[src/rtl/rule30_uart_tx.sv]
// Rule 30 UART transmitter: small byte FIFO feeding an 8N1 serialiser, LSB first.
// Optional even parity (8E1) is compiled in when RULE30_UART_PARITY_EN is defined.
module rule30_uart_tx #(
  parameter int unsigned CLK_DIV    = 87,
  parameter int unsigned DEPTH_LOG2 = 2
) (
  input  logic                CLK,
  input  logic                RST_N,
  input  logic [7:0]          in_data,
  input  logic                in_valid,
  output logic                in_ready,
  input  logic                tx_enable,
  output logic                SOUT,
  output logic                busy,
  output logic [DEPTH_LOG2:0] fifo_count
);

  localparam int unsigned         Depth     = 1 << DEPTH_LOG2;
  localparam logic [DEPTH_LOG2:0] FullCount = (DEPTH_LOG2 + 1)'(Depth);
  localparam logic [15:0]         DivLoad   = 16'(CLK_DIV - 1);

`ifdef RULE30_UART_PARITY_EN
  localparam int unsigned BitW = 4;
  typedef enum logic [2:0] {StIdle, StStart, StData, StParity, StStop} state_e;
`else
  localparam int unsigned BitW = 3;
  typedef enum logic [1:0] {StIdle, StStart, StData, StStop} state_e;
`endif

  localparam logic [BitW-1:0] LastBit = BitW'(7);

  logic [7:0]            mem [Depth];
  logic [DEPTH_LOG2-1:0] wr_ptr_q, rd_ptr_q;
  logic [DEPTH_LOG2:0]   count_q;
  logic                  push, pop;
  logic [7:0]            head;

  state_e                state_q, state_d;
  logic [15:0]           div_q, div_d;
  logic [BitW-1:0]       bit_q, bit_d;
  logic [7:0]            shift_q, shift_d;
  logic                  sout_q, sout_d;
  logic                  busy_q;
  logic                  bit_done, can_start;
`ifdef RULE30_UART_PARITY_EN
  logic                  parity_q;
`endif

  // Ready depends only on the registered count, so there is no path from in_valid.
  assign in_ready   = (count_q != FullCount);
  assign push       = in_valid & in_ready;
  assign head       = mem[rd_ptr_q];
  assign fifo_count = count_q;
  assign SOUT       = sout_q;
  assign busy       = busy_q;
  assign bit_done   = (div_q == 16'd0);
  assign can_start  = (count_q != '0) && tx_enable;

  // FIFO storage; no reset needed since count gates every read.
  always_ff @(posedge CLK) begin
    if (push) mem[wr_ptr_q] <= in_data;
  end

  // FIFO pointers and occupancy; pointers wrap naturally at the depth.
  always_ff @(posedge CLK or negedge RST_N) begin
    if (!RST_N) begin
      wr_ptr_q <= '0;
      rd_ptr_q <= '0;
      count_q  <= '0;
    end else begin
      if (push) wr_ptr_q <= wr_ptr_q + 1'b1;
      if (pop)  rd_ptr_q <= rd_ptr_q + 1'b1;
      case ({push, pop})
        2'b10:   count_q <= count_q + 1'b1;
        2'b01:   count_q <= count_q - 1'b1;
        default: count_q <= count_q;
      endcase
    end
  end

  // Serialiser state, bit divider, bit counter and shift register.
  always_ff @(posedge CLK or negedge RST_N) begin
    if (!RST_N) begin
      state_q  <= StIdle;
      div_q    <= '0;
      bit_q    <= '0;
      shift_q  <= '0;
`ifdef RULE30_UART_PARITY_EN
      parity_q <= 1'b0;
`endif
    end else begin
      state_q  <= state_d;
      div_q    <= div_d;
      bit_q    <= bit_d;
      shift_q  <= shift_d;
`ifdef RULE30_UART_PARITY_EN
      if (pop) parity_q <= ^head;
`endif
    end
  end

  // Next-state logic; a pop loads the head byte and starts a new frame.
  always_comb begin
    state_d = state_q;
    div_d   = div_q;
    bit_d   = bit_q;
    shift_d = shift_q;
    pop     = 1'b0;
    unique case (state_q)
      StIdle: begin
        if (can_start) begin
          pop     = 1'b1;
          shift_d = head;
          div_d   = DivLoad;
          state_d = StStart;
        end
      end
      StStart: begin
        if (bit_done) begin
          div_d   = DivLoad;
          bit_d   = '0;
          state_d = StData;
        end else begin
          div_d = div_q - 16'd1;
        end
      end
      StData: begin
        if (bit_done) begin
          div_d   = DivLoad;
          shift_d = shift_q >> 1;
          bit_d   = bit_q + 1'b1;
`ifdef RULE30_UART_PARITY_EN
          if (bit_q == LastBit) state_d = StParity;
`else
          if (bit_q == LastBit) state_d = StStop;
`endif
        end else begin
          div_d = div_q - 16'd1;
        end
      end
`ifdef RULE30_UART_PARITY_EN
      StParity: begin
        if (bit_done) begin
          div_d   = DivLoad;
          state_d = StStop;
        end else begin
          div_d = div_q - 16'd1;
        end
      end
`endif
      StStop: begin
        if (bit_done) begin
          // Chain straight into the next start bit so the stop bit is never stretched.
          if (can_start) begin
            pop     = 1'b1;
            shift_d = head;
            div_d   = DivLoad;
            state_d = StStart;
          end else begin
            state_d = StIdle;
          end
        end else begin
          div_d = div_q - 16'd1;
        end
      end
      default: state_d = StIdle;
    endcase
  end

  // Line level for the current state, registered one cycle later onto SOUT.
  always_comb begin
    sout_d = 1'b1;
    case (state_q)
      StStart:  sout_d = 1'b0;
      StData:   sout_d = shift_q[0];
`ifdef RULE30_UART_PARITY_EN
      StParity: sout_d = parity_q;
`endif
      default:  sout_d = 1'b1;
    endcase
  end

  // Registered line and busy flag, aligned so busy covers exactly the frame on SOUT.
  always_ff @(posedge CLK or negedge RST_N) begin
    if (!RST_N) begin
      sout_q <= 1'b1;
      busy_q <= 1'b0;
    end else begin
      sout_q <= sout_d;
      busy_q <= (state_q != StIdle);
    end
  end

endmodule

[config.mk]
export PLATFORM = sky130hd
export DESIGN_NAME = rule30_uart_tx
export DESIGN_NICKNAME = d
export VERILOG_FILES = /design/src/rtl/rule30_uart_tx.sv
export SDC_FILE = /design/constraint.sdc
export NUM_CORES = 1
export LEC_CHECK = 0
export ABC_AREA = 1
export BUFFER_PORTS_ARGS = -buffer_cell sky130_fd_sc_hd__buf_2
export CORE_UTILIZATION = 35
export CTS_CLUSTER_DIAMETER = 50
export DETAILED_ROUTE_END_ITERATION = 6
export GPL_ROUTABILITY_DRIVEN = 0
export SETUP_SLACK_MARGIN = 0.2
export SYNTH_ARGS = -nofsm -noshare
export SYNTH_HDL_FRONTEND = slang
export SYNTH_SLANG_ARGS = --single-unit
[constraint.sdc]
create_clock -name CLK -period 2.1 [get_ports CLK]
set_input_delay 0.105 -clock CLK [delete_from_list [all_inputs] [get_ports CLK]]
set_output_delay 0.105 -clock CLK [all_outputs]
set_load 0.02 [all_outputs]
After elaboration in Yosys (flattened, before gate mapping)

Memory sizes are Yosys's and may differ from the RTL's.
Index checks and enable logic that the tools add are counted.

$add $sub $neg: 6
Equal/unequal tests: 12
Mux-type cells: 25
Bitwise logic cells: 1
Reductions and logical operators: 12

Operators by type and width:

| kind                                                 | count |
|---|---|
| two-way mux 16 bit                                   | 3 |
| one-hot mux 16 bit (3 select lines)                  | 1 |
| two-way mux 8 bit                                    | 3 |
| one-hot mux 8 bit (3 select lines)                   | 1 |
| zero test 16 bit                                     | 1 |
| subtractor 16 x 1 -> 16 bit (second input constant)  | 1 |
| one-hot mux 3 bit (2 select lines)                   | 2 |
| two-way mux 2 bit                                    | 5 |
| != test 2 bit (second input constant)                | 5 |
| one-hot mux 2 bit (4 select lines)                   | 1 |
| adder 3 x 1 -> 3 bit (second input constant)         | 2 |
| equality test 2 bit (second input constant)          | 3 |
| two-way mux 3 bit                                    | 2 |
| AND reduction 3 bit                                  | 2 |
| nonzero test 2 bit                                   | 3 |
| nonzero test 3 bit                                   | 2 |
| two-way mux 1 bit                                    | 5 |
| AND reduction 5 bit                                  | 1 |
| adder 2 x 1 -> 2 bit (second input constant)         | 2 |
| equality test 2 x 1 -> 1 bit (second input constant) | 2 |
| one-hot mux 1 bit (2 select lines)                   | 2 |
| equality test 3 bit (second input constant)          | 1 |
| != test 3 bit (second input constant)                | 1 |
| subtractor 3 x 1 -> 3 bit (second input constant)    | 1 |
| other kinds (4)                                      | 4 |

Flip-flop bits (word level): 38
Memory bits (writable): 32
Logic and storage cells: 66
Memories kept: 1

Memory list:

| memory | words | bits a word | rd ports | clocked after memory_dff | write ports | line | source |
|---|---|---|---|---|---|---|---|
| mem    | 4     | 8           | 1        | 0                        | 1           | 32   | `logic [7:0] mem [Depth];` |

Logic depth before layout (Yosys ltp)

Depth after elaboration: 7
Mapped depth: 12

Worst setup path before layout

OpenSTA, ideal clock, no wires.

Path kind: flip-flop to flip-flop
Start point: register state_q[0]
End point: register count_q[2], in the netlist fifo_count[2]
Arrival time: 2.093 ns
Slack: -0.124 ns
Stages on the path, launching flop included: 12
Buffers on the path: 0
Path through: dfrtp_1 > inv_1 > ha_1 > inv_1 > nand4_1 > nand2_1 > ha_1 > inv_1 > fa_1 > a21oi_1 > o21ai_0 > xor2_1

Cells in the longest elaborated chain, start to end: 4

RTL lines:

| item                                                                     | line | source |
|---|---|---|
| from (decl)                                                              | 38   | `state_e state_q, state_d;` |
| from (signal assigned)                                                   | 84   | `state_q <= StIdle;` |
| from (signal assigned)                                                   | 92   | `state_q <= state_d;` |
| equality test 2 bit or zero test 2 bit (tied branches)                   | 109  | `unique case (state_q)` |
| one-hot mux 1 bit (2 select lines) *                                     | 109  |  |
| net pop                                                                  | 35   | `logic push, pop;` |
| equality test 2 x 1 -> 1 bit or equality test 2 bit (tied branches)      | 73   | `case ({push, pop})` |
| one-hot mux 3 bit (2 select lines) or nonzero test 2 bit (tied branches) | n/a  |  |
| to (signal assigned)                                                     | 74   | `2'b10: count_q <= count_q + 1'b1;` |
| to (signal assigned)                                                     | 75   | `2'b01: count_q <= count_q - 1'b1;` |
| to (signal assigned)                                                     | 76   | `default: count_q <= count_q;` |
| to (decl)                                                                | 34   | `logic [DEPTH_LOG2:0] count_q;` |

The timed path passes the listed nets; every way through them passes the cells marked *.
A chain may end at the register's enable or synchronous reset.

Worst setup path in the final report

Same ends and word-level chain as after synthesis.

==> summary.txt <==
run status: complete, no violations
met1 wire length: 3430 µm
HP Start: tx_enable
dominant cell type by area after synthesis: edfxtp_1
max_cap viols: 0
CP max-delay cell: dfrtp_2
Final Cycle Share: 98.4%
Setup Skew: 0.00770 ns
Final Hold Violating Endpoints: 0
#FFs+latches synth: 70
Syn Nets: 427
Skew-Pair Late Insertion Delay: 0.35 ns
nets: 515
top sig layer: met4
Pint: 4.03 mW
DIE AREA: 0.0106 mm²
routed length on met2: 3870 µm
WL met3: 289 µm
HPWL Detailed: 5170 µm
Fin Hold WS: 0.110 ns
die width: 103 µm
Worst Hold End: div_q[5]
CTS root buffer: clkbuf_8
vias: 2936
clock network fraction of total power: 14.4%
most frequent cell after synthesis: nand2_1
combinational group share of total power: 55.7%
Starting Density: 36.4%
1st-iter DRT viols: 84
Layout area overhead: 29.8%
worst r2r src: state_q[0]
row count: 36
antenna viol nets, final: 0
Tot GR Track Use: 15.8%
first-pass GRT wire length: 12600 µm
Peak VDD IR: 0.650 mV
layout cell share with drive strength beyond 1: 28.4%
Mapped Area: 0.00358 mm²
number of synthesized flops with an enable pin: 32
critical path depth: 11
H-tree Lvls: 3
startpoint types: flop
Reg clk slew, reported paths: 0.09 ns
cell repeated most along the worst path: inv_2
asr flop ratio synth: 54.3%
Avg Synthesized Cell Area: 8.94 µm²
top cells by count, synth: nand2_1 (123), nand3_1 (60), inv_1 (38)
chip height: 103 µm
Post-synth top flop: dfrtp_1
Worst Setup End Kind: flop
Synth Area in XOR/XNOR: 2.69%
number of top-level pins: 18
routed len/inst: 12.3 µm
Top delay family on crit path: adder cells
vias in the first global route: 2776
Sw Share: 44.7%
RR Endpoint: fifo_count[2]
Rel. slew slack: 49.4%
dpl cells: 572
Seq/Total Area, Yosys: 53.5%
Yosys cell types: 32
Worst Hold Path Cells: 4
vias per std cell: 4.69
CTS tree: done
Worst Reg-to-Reg Cells: 11
Worst Path Buf+Inv: 3
DRC viols: 0
CP peak stage delay: 0.44 ns
worst slew pin tran: 0.756 ns
Max Fclk: 0.484 GHz
RSZ-0062 raised after global routing: true
Power Density: 1570 mW/mm²
clk buf depth: 2
P_sw: 3.26 mW
largest net degree at the start of global routing: 24
Synth Area in Simple Gates: 29.0%
IO buf count: 17
Slew Limit Fails: 0
Setup violations, final: 0
Yosys top cell area share: 26.9%
Leakage: 2.23 nW
fin cells: 626
wirelength, routed: 7730 µm
reg2reg setup slack: 0.03 ns
CP Class: reg -> reg
global route overflow: 0
Mapped Cells: 400
Sink Count: 70
CORE AREA: 0.00982 mm²
Worst EP arrival: 2.30 ns
DRT Pass-1 Iters: 5
largest fanout on the critical path: 3
Adder-Cell Fraction of Synth Area: 5.46%
Ys Warns: 0
compound-gate portion of the synthesized area: 4.13%
antenna violations before repair: 0
Tmin final: 2.07 ns
CTS buffer count: 9
mux cell area share after synthesis: 0%
worst-path cell chain: inv_2 -> ha_4 -> inv_4 -> nand4_1 -> nand2_1 -> ha_2 -> inv_2 -> fa_2 -> a21oi_2 -> o21ai_1 -> xor2_1
main combinational cell family by area after synthesis: simple AND/OR/NAND/NOR gates
Critical Path RT: 2.34 ns
top cells by area, synth: edfxtp_1 (27%), dfrtp_1 (26%), nand2_1 (13%), nand3_1 (8.4%), ha_1 (4.9%)
ANT cells: 0
Hold Crit Class: in -> reg
sequential share of power: 29.9%
==> cells in the final DEF (no fill, tap or decap), drive strengths merged, types with 2 or more instances in the layout <==
master / Yosys / final
a21oi: 8 / 8
ha: 14 / 14
nand2: 130 / 130
nand4: 7 / 7
nand3: 60 / 60
dlygate4sd3: 0 / 9
clkbuf: 2 / 9
nor2: 32 / 32
edfxtp: 32 / 32
buf: 6 / 76
o21ai: 14 / 14
inv: 39 / 44
clkinv: 1 / 2
or2: 2 / 2
xor2: 7 / 7
xnor2: 4 / 4
dfrtp: 37 / 37
==> state kept, by name, summed over array words and instances, names as in the netlist <==
signal and count:
busy 1, bit_q 3, shift_q 8, state_q 2
fifo_count 3, mem 32, SOUT 1, div_q 16
rd_ptr_q 2, wr_ptr_q 2
==> tightest hold or removal path, delay by kind of cell <==
family / cells / cell delay [ns]
simple gates: 1 / 0.05
compound gates: 1 / 0.06
buf+inv: 2 / 0.21
==> how the worst max path moves through the flow <==
stage	start	to	slack, ns
finish	state_q[0]	fifo_count[2]	0.03
global route	div_q[1]	fifo_count[2]	-0.08
CTS	state_q[0]	fifo_count[2]	0.08
detailed placement	div_q[8]	fifo_count[2]	0.002
global placement	div_q[8]	fifo_count[2]	0.01
floorplan	state_q[0]	fifo_count[2]	0.07
==> per-layer routing <==
layer  vias to the layer above  GRT usage [%]
met5                         -              0
met4                         0           5.42
met3                        13           4.54
met2                        57           26.3
met1                      1379           19.7
li1                       1487              -
==> through the flow <==
step                      setup TNS [ns]  worst slack [ns]  total power [mW]  instance area [µm²]  util [%]
after floorplan                        0            0.0680              4.69                 3640         -
after global placement                 0            0.0135              5.66                 4080      41.5
after detailed placement               0           0.00248              5.72                 4080      41.5
after CTS                              0            0.0809              6.99                 4490      45.8
after global routing             -0.0780           -0.0780              7.92                 4640      47.3
final                                  0            0.0334              7.29                 4640      47.3
==> repair_timing <==
| item | in CTS | in global routing |
|---|---|---|
| hold buffers | 9 | 0 |
| pin swaps | 4 | 4 |
| endpoints found under the setup margin | 2 | 14 |
| resized for setup | 6 | 16 |
| buffers inserted | 16 | 13 |
| gates cloned | 0 | 0 |
| hold endpoints to repair | 54 | 0 |
==> cell families (layout without fill, tap and decap cells) <==
family                   count (synthesis)  after routing
AO/OA/AOI/OAI                           24             24
AND/OR/NAND/NOR                        232            232
adder cells (fa/ha/maj)                 15             15
buffers and inverters                   48            141
flip-flops                              70             70
XOR/XNOR                                11             11
==> power groups by stage <==
stage	registers, mW	logic, mW	clock network (mW)
after floorplan	2.24	2.45	0
after detailed placement	2.20	3.53	0
after CTS	2.17	3.74	1.07
final	2.18	4.06	1.05
after global placement	2.18	3.48	0
after global routing	2.23	4.54	1.15
==> layout make-up <==
cell class / instances / area (µm²)
clock inverters: 7 / 65.1
fillers: 964 / 5180
repair buffers: 85 / 641
clock buffers: 9 / 124
multi-input cells: 282 / 1580
inverters: 40 / 153
well taps: 133 / 166
flip-flops and latches: 70 / 1920
(Power assumes the default switching activity.)
